===== src/rtl/div_unit.sv =====
// Multi-cycle radix-2 restoring divider for DIV/DIVU/REM/REMU.
// Divide-by-zero and signed overflow complete in one cycle without iterating.
module div_unit #(
  parameter int XLEN = 32
) (
  input  logic            clk,
  input  logic            rstn,
  input  logic            start,
  input  logic [1:0]      op,
  input  logic [XLEN-1:0] a,
  input  logic [XLEN-1:0] b,
  input  logic            flush,
  output logic            busy,
  output logic            valid,
  output logic [XLEN-1:0] result,
  output logic [1:0]      dbg_state
);

  // Handshake: start is taken at a rising edge only in IDLE/DONE with flush low;
  // valid is a one-cycle pulse (DONE) qualifying result, and no ready is needed
  // because the consumer stalls on busy.
  typedef enum logic [1:0] {
    IDLE = 2'd0,
    CALC = 2'd1,
    DONE = 2'd2
  } state_t;

  localparam logic [XLEN-1:0] MIN_NEG = {1'b1, {(XLEN-1){1'b0}}};

  state_t          state_q, state_d;
  logic [4:0]      cnt_q, cnt_d;
  logic [XLEN-1:0] rem_q, rem_d;
  logic [XLEN-1:0] quo_q, quo_d;
  logic [XLEN-1:0] dvs_q, dvs_d;
  logic            is_rem_q, is_rem_d;
  logic            q_neg_q, q_neg_d;
  logic            r_neg_q, r_neg_d;
  logic [XLEN-1:0] result_q, result_d;

  logic            accept;
  logic            op_signed;
  logic            a_neg;
  logic            b_neg;
  logic            div_zero;
  logic            ovf;
  logic            bypass;
  logic            last_step;
  logic [XLEN:0]   shifted;
  logic [XLEN:0]   sub;
  logic            borrow;
  logic [XLEN-1:0] step_rem;
  logic [XLEN-1:0] step_quo;

  always_comb begin
    accept    = start && !flush && (state_q == IDLE || state_q == DONE);
    op_signed = ~op[0];
    a_neg     = op_signed & a[XLEN-1];
    b_neg     = op_signed & b[XLEN-1];
    div_zero  = (b == '0);
    ovf       = op_signed && (a == MIN_NEG) && (b == '1);
    bypass    = div_zero || ovf;
    last_step = (cnt_q == 5'd31);
  end

  // One restoring step; the borrow out of the wide subtract decides the quotient bit.
  always_comb begin
    shifted       = {rem_q, quo_q[XLEN-1]};
    {borrow, sub} = {1'b0, shifted} - {2'b00, dvs_q};
    step_rem      = borrow ? shifted[XLEN-1:0] : sub[XLEN-1:0];
    step_quo      = {quo_q[XLEN-2:0], ~borrow};
  end

  always_ff @(posedge clk or negedge rstn) begin
    if (!rstn) begin
      state_q <= IDLE;
    end else begin
      state_q <= state_d;
    end
  end

  always_comb begin
    state_d = state_q;
    if (flush) begin
      state_d = IDLE;
    end else begin
      case (state_q)
        IDLE:    if (accept) state_d = bypass ? DONE : CALC;
        CALC:    if (last_step) state_d = DONE;
        DONE:    state_d = accept ? (bypass ? DONE : CALC) : IDLE;
        default: state_d = IDLE;
      endcase
    end
  end

  always_comb begin
    busy      = (state_q == CALC);
    valid     = (state_q == DONE);
    dbg_state = state_q;
    result    = result_q;
  end

  always_comb begin
    cnt_d    = cnt_q;
    rem_d    = rem_q;
    quo_d    = quo_q;
    dvs_d    = dvs_q;
    is_rem_d = is_rem_q;
    q_neg_d  = q_neg_q;
    r_neg_d  = r_neg_q;
    result_d = result_q;
    if (flush) begin
      cnt_d = '0;
    end else if (accept) begin
      is_rem_d = op[1];
      if (bypass) begin
        if (div_zero) result_d = op[1] ? a : '1;
        else          result_d = op[1] ? '0 : MIN_NEG;
      end else begin
        rem_d   = '0;
        quo_d   = a_neg ? -a : a;
        dvs_d   = b_neg ? -b : b;
        q_neg_d = a_neg ^ b_neg;
        r_neg_d = a_neg;
        cnt_d   = '0;
      end
    end else if (state_q == CALC) begin
      rem_d = step_rem;
      quo_d = step_quo;
      cnt_d = cnt_q + 5'd1;
      if (last_step) begin
        if (is_rem_q) result_d = r_neg_q ? -step_rem : step_rem;
        else          result_d = q_neg_q ? -step_quo : step_quo;
      end
    end
  end

  always_ff @(posedge clk or negedge rstn) begin
    if (!rstn) begin
      cnt_q    <= '0;
      rem_q    <= '0;
      quo_q    <= '0;
      dvs_q    <= '0;
      is_rem_q <= 1'b0;
      q_neg_q  <= 1'b0;
      r_neg_q  <= 1'b0;
      result_q <= '0;
    end else begin
      cnt_q    <= cnt_d;
      rem_q    <= rem_d;
      quo_q    <= quo_d;
      dvs_q    <= dvs_d;
      is_rem_q <= is_rem_d;
      q_neg_q  <= q_neg_d;
      r_neg_q  <= r_neg_d;
      result_q <= result_d;
    end
  end

endmodule


===== config.mk =====
export PLATFORM = sky130hd
export DESIGN_NAME = div_unit
export DESIGN_NICKNAME = d
export VERILOG_FILES = /design/src/rtl/div_unit.sv
export SDC_FILE = /design/constraint.sdc
export NUM_CORES = 1
export LEC_CHECK = 0
export BUFFER_PORTS_ARGS = -buffer_cell sky130_fd_sc_hd__buf_2
export CORE_MARGIN = 2
export CORE_UTILIZATION = 56
export DETAILED_ROUTE_END_ITERATION = 8
export PLACE_DENSITY_LB_ADDON = 0.12
export RECOVER_POWER = 50
export SYNTH_ARGS = -nofsm -noshare
export SYNTH_HDL_FRONTEND = slang
export SYNTH_SLANG_ARGS = --single-unit

===== constraint.sdc =====
create_clock -name clk -period 5.2 [get_ports clk]
set_input_delay 1.04 -clock clk [delete_from_list [all_inputs] [get_ports clk]]
set_output_delay 1.04 -clock clk [all_outputs]
set_load 0.01 [all_outputs]

## Word level (Yosys, flattened, before mapping)

Cells that the tools add are included.

- Register bits: 138
- Input port bits: 70
- Output and inout port bits: 36

- Add/subtract/negate cells: 6
- Equality and inequality tests: 10
- Multiplexer cells: 29
- Bitwise gates (word level): 7
- Reduce and logical (&&, ||, !) cells: 18

Operators by type and width:

| kind | count |
|---|---|
| two-way mux 32 bit | 19 |
| negation 32 bit | 4 |
| == test 32 bit, second input constant | 2 |
| subtractor 33 x 32 -> 34 bit | 1 |
| logical NOT 32 bit | 1 |
| two-way mux 5 bit | 4 |
| two-way mux 2 bit | 5 |
| inequality test 3 bit, second input constant | 2 |
| case mux 2 bit (3 select lines) | 1 |
| AND reduction 2 bit | 3 |
| AND reduction 3 bit | 2 |
| adder 5 x 1 -> 5 bit, second input constant | 1 |
| == test 5 bit, second input constant | 1 |
| logical AND 1 bit | 4 |
| inverter 1 bit | 4 |
| AND reduction 4 bit | 1 |
| nonzero test 2 bit | 2 |
| inequality test 3 x 2 -> 1 bit, second input constant | 1 |
| nonzero test 3 bit | 1 |
| bitwise AND 1 bit | 2 |
| == test 2 x 1 -> 1 bit, second input constant | 1 |
| == test 2 bit, second input constant | 1 |
| logical NOT 2 bit | 1 |
| logical OR 1 bit | 2 |
| other kinds (4) | 4 |

## Depth between registers and ports, before layout

- Depth after elaboration: 8
- Gate-level depth with buffers: 24
- Depth with buffers taken out: 20

## Worst setup path after synthesis

Ideal clock, no wire load.

- Path type: register to register
- From: register dvs_q[1]
- To: register result_q[30], in the netlist result[30]
- Library setup time: 0.132 ns
- Data arrival time: 5.285 ns
- Data required time: 5.068 ns
- Slack: -0.216 ns
- Cell stages (with the launch flop): 24
- Buffers on the path: 3
- Period minus slack after synthesis: 5.416 ns
- Cell sequence: dfrtp_1 inv_1 ha_1 nor2b_2 o2111ai_4 a2111oi_4 o21ai_2 a2111o_1 nand2_1 buf_6 clkbuf_1 buf_2 nand2_1 o21ai_0 ha_1 nand2_1 nor2_1 nor4b_1 o211ai_1 a222oi_1 nand4_1 nor4b_2 nor3_1 or3b_1

- Word-level cells in the longest chain between the ends: 8
- Elaborated cells between the ends (all ways): 11
- Classes of those cells: add/sub (3); mux (7); bitwise (1)

RTL lines:

| item | line | text |
|---|---|---|
| from (decl) | 34 | `logic [XLEN-1:0] dvs_q, dvs_d;` |
| from (signal assigned) | 151 | `dvs_q <= dvs_d;` |
| subtractor 33 x 32 -> 34 bit * | 68 | `{borrow, sub} = {1'b0, shifted} - {2'b00, dvs_q};` |
| two-way mux 32 bit or inverter 1 bit (tied branches) | 69, 70 |  |
| negation 32 bit (on tied branches) | 131, 132 |  |
| two-way mux 32 bit (on tied branches) | 131, 132 |  |
| two-way mux 32 bit * | 131 | `if (is_rem_q) result_d = r_neg_q ? -step_rem : step_rem;` |
| two-way mux 32 bit * | 130 | `if (last_step) begin` |
| two-way mux 32 bit * | 126 | `end else if (state_q == CALC) begin` |
| two-way mux 32 bit * | 113 | `end else if (accept) begin` |
| to (signal assigned) | 155 | `result_q <= result_d;` |
| to (decl) | 38 | `logic [XLEN-1:0] result_q, result_d;` |

Mark *: on every way between the ends. The rest lies on a longest branch, timed or not. The select of a mux whose other input is x is not followed.
A chain may end at the register's enable or synchronous reset.

## Worst setup path after layout

- From: input port b[0]
- To: register result_q[22], in the netlist result[22]

- Word-level cells in the longest chain between the ends: 5
- Elaborated cells between the ends (all ways): 9
- Classes of those cells: eq/ne (2); mux (3); reduce/logical (4)

RTL lines:

| item | line | text |
|---|---|---|
| from (decl) | 11 | `input logic [XLEN-1:0] b,` |
| == test 32 bit | 60 | `ovf = op_signed && (a == MIN_NEG) && (b == '1);` |
| logical AND 1 bit | 60 |  |
| logical OR 1 bit | 61 | `bypass = div_zero \|\| ovf;` |
| inequality test 2 x 1 -> 1 bit (no source line) | - |  |
| AND reduction 4 bit (no source line) | - |  |

Parallel ways exist; a longest one is shown, timed or not. The select of a mux whose other input is x is not followed.

==> metrics <==
Final #Nets=1715; HPWL after detailed placement=~28000 µm; gate count after technology mapping=1526; count of cells along the worst hold path=2; clock network fraction of total power=29.6%; Final Core Density=63.4%; Net Sw Power=1.71 mW; Slowest cell on crit path=sky130_fd_sc_hd__nor4_1; final non-filler cell total=1892; sink of the worst hold path=result[4]; gr ovfl total=0; Die Span X=about 150 µm; count of endpoints failing hold in the final timing report=0; Avg Vias per Cell=around 6.3; Routed WL per cell=19.5 µm; transition at the pin with the smallest max-transition slack=around 2.8 ns; share of async-settable or async-resettable flops after synthesis=100%; top-count cell post-synth=sky130_fd_sc_hd__nand2_1; part of the total power dissipated in combinational logic=38.1%; Setup violations, final=0; number of antenna violations at the first check in global routing=0; sort of element at the start of the critical path=input pin; number of top-level design ports=about 110; Core Region=20900 µm²; number of input and output port buffers inserted=105; clock tree from TritonCTS=built; proportion of netlist area held by the largest area contributor=29.2%; largest net degree at the start of global routing=between 100 and 150; post-cts hold buffer count=0; Tightest Hold Check Type=flop to flop; length of the first detailed-routing pass in iterations=7; vertical die dimension=149 µm; warnings from Yosys=0; routability cong.=0.944; synthesized area=11800 µm²; minimum setup slack among reg-to-reg paths=0.31 ns; top post-synthesis cells by area=sky130_fd_sc_hd__dfrtp_1 (29%), sky130_fd_sc_hd__o21ai_0 (7.6%), sky130_fd_sc_hd__nand2_1 (6.1%), sky130_fd_sc_hd__xor2_1 (5.1%), sky130_fd_sc_hd__a21oi_1 (4.9%); critical path arrival=5.36 ns; status=complete, but fails checks; chain of cells forming the critical path=buf_2, inv_1, ha_1, nor3b_1, or4b_1, nor3b_2, nand3_1, nor4_1, nand2_1, nand2_1, buf_4, o21ai_0, a21oi_1, a22o_1, a21o_1; total via count in the routed design=11888; mean area per synthesized cell=7.74 µm²; Top FF cell, synth=sky130_fd_sc_hd__dfrtp_1; total power of the final layout=4.33 mW; Critical R2R Capture=result[30]; Max Transition Viols Final=102; Clock Tree Buf Depth=2; internal power component=2.62 mW; sequential-to-total area share from yosys stat=approximately 29%; count of max-cap constraint violations=1; FF-to-FF path depth=18; area delta synth->final=12.2%; power per standard cell area=327 nW/µm²; deepest level of the CTS H-tree=4; layout cell share with drive strength beyond 1=11.6%; Inst Count DP=1860; DRT iter0 DRCs=about 1100; crit path max fanout=20; insertion delay of the later-clocked pin in the worst-skew pair=0.44 ns; Antenna Cells=0; effective utilization at floorplan=56.5%; Root Buffer=sky130_fd_sc_hd__clkbuf_16; failing checks=capacitance limit, slew limit; post-detailed-route count of antenna-violating nets=0; clock slew seen by the registers of the worst setup and hold paths=0.06 ns; switching share of power=39.5%; via count of the first global-routing pass=11138; Mapped Nets=around 1600; fin crit share=95.9%; start point of the worst hold path=result[4]; startpoint-to-endpoint class of the critical path=input pin to flop; TritonCTS buffer count=17; wire length of the first global-routing pass=59600 µm; clk_skew=between 0.015 and 0.02 ns; headroom to the max-slew limit=-86.1%; FMAX=between 200 and 250 MHz; largest stage delay on the critical path=0.76 ns; peak supply drop=0.000227 V; startpoint of the most critical register-to-register path=rem_q[2]; DRC violation count after routing=0; post-layout minimum cycle time=4.99 ns; area leader, netlist=sky130_fd_sc_hd__dfrtp_1; num rows=53; wire length reported by the detailed router=37000 µm; Worst setup EP type=flop; full die area=22300 µm²; sequential share of power=32.3%; Leakage Power=5.70 nW; Worst Path Required=5.58 ns; overall fraction of global-route tracks in use=34.0%; ranking of synthesized cells by instance count=sky130_fd_sc_hd__nand2_1 (191), sky130_fd_sc_hd__o21ai_0 (179), sky130_fd_sc_hd__dfrtp_1 (138); Post-synth EDFFs=0; synthesized flop and latch total=about 140; library cells used by synthesis=just over 90; Critical Path Most Common Cell=sky130_fd_sc_hd__nand2_1; Clock Sink Count=about 140
-- stage by stage --
stage               cell area (µm²)  TNS (ns)  hold slack [ns]  worst slack [ns]
floorplan                     11800         0            0.450            0.0232
global placement              12700    -0.289            0.446            -0.132
detailed placement            12700    -0.360            0.455            -0.123
CTS                           13300         0            0.469            0.0266
global route                  13200   -0.0104            0.500           -0.0104
finish                        13200         0            0.470             0.215
-- sequential cells by signal, summed over array words and instances, names as in the netlist --
name and count:
rem_q 32, dvs_q 32, result 32, is_rem_q 1, cnt_q 5, quo_q 32
r_neg_q 1, dbg_state 2, q_neg_q 1
-- metal layers --
layer  wire [µm]  track usage (%)  vias to the layer above
met5           0                0                        -
met2       17200             54.5                      449
met4        1120             12.1                        0
met1       16400             47.2                     5657
li1            -                -                     5721
met3        2310             4.40                       61
-- kinds of logic after synthesis --
kind of cell	after synthesis	share of synthesized area, %
AND/OR/NAND/NOR	534	21.8
AO/OA/AOI/OAI	518	28.0
buffers and inverters	149	5.43
flip-flops	138	29.2
XOR/XNOR	126	9.35
adder cells (fa/ha/maj)	40	4.30
multiplexers	21	1.82
-- power groups by stage --
stage | clock, mW | combinational, mW | sequential (mW)
after CTS | 1.29 | 1.62 | 1.39
after global placement | 0 | 1.58 | 1.40
after detailed placement | 0 | 1.61 | 1.41
final | 1.28 | 1.65 | 1.40
after floorplan | 0 | 1.19 | 1.36
after global routing | 1.34 | 1.84 | 1.42
-- final cells by class --
cell class	instances	area, µm²
clock inverter	12	149
multi-input combinational	1239	7770
inverter	58	218
tap	275	344
fill	1912	7650
sequential	138	3450
timing repair buffer	151	853
clock buffer	19	453
-- worst max-delay path: cells and delay by family --
kind	cells	cell delay [ns]
adder cells (fa/ha/maj)	1	0.18
buffers and inverters	3	0.56
AND/OR/NAND/NOR	7	2.99
AO/OA/AOI/OAI	4	0.58
-- cells in the final DEF (no fill, tap or decap), drive strengths merged, types with 6 or more instances in the layout --
| cell | synthesis | final |
|---|---|---|
| a21o | 18 | 18 |
| ha | 39 | 39 |
| nor2 | 113 | 113 |
| nand4 | 21 | 21 |
| a31oi | 9 | 9 |
| and3 | 11 | 11 |
| mux2i | 17 | 17 |
| nor3b | 6 | 6 |
| buf | 25 | 117 |
| and2 | 9 | 9 |
| inv | 56 | 56 |
| nand2b | 16 | 16 |
| o41ai | 10 | 10 |
| nor3 | 40 | 40 |
| o31ai | 34 | 34 |
| clkinv | 2 | 7 |
| xor2 | 69 | 69 |
| o211ai | 29 | 29 |
| a21oi | 117 | 117 |
| a211o | 6 | 6 |
| or4 | 19 | 19 |
| nand3 | 54 | 54 |
| a211oi | 16 | 16 |
| or3 | 10 | 10 |
| nor2b | 9 | 9 |
| xnor2 | 57 | 57 |
| o221ai | 6 | 6 |
| nor4 | 10 | 10 |
| clkbuf | 66 | 53 |
| a21boi | 7 | 7 |
| nand2 | 192 | 192 |
| o21ai | 186 | 186 |
| o21a | 7 | 7 |
| a221oi | 8 | 8 |
| dfrtp | 138 | 138 |
| and4 | 7 | 7 |
| a22oi | 9 | 9 |
-- timing repair --
item | CTS | global route
buffers inserted | 0 | 1
resized for setup | 0 | 8
setup endpoints to repair | 0 | 8
-- how the worst max path moves through the flow --
stage	start	endpoint	slack, ns	cells after the start
floorplan	dvs_q[1]	result[30]	0.02	23
global placement	b[0]	result[22]	-0.13	15
detailed placement	b[0]	result[22]	-0.12	15
CTS	rem_q[7]	result[30]	0.03	18
global route	rem_q[2]	result[30]	-0.01	18
finish	b[0]	result[22]	0.21	15
No activity file was read; power rests on OpenSTA's default activity.
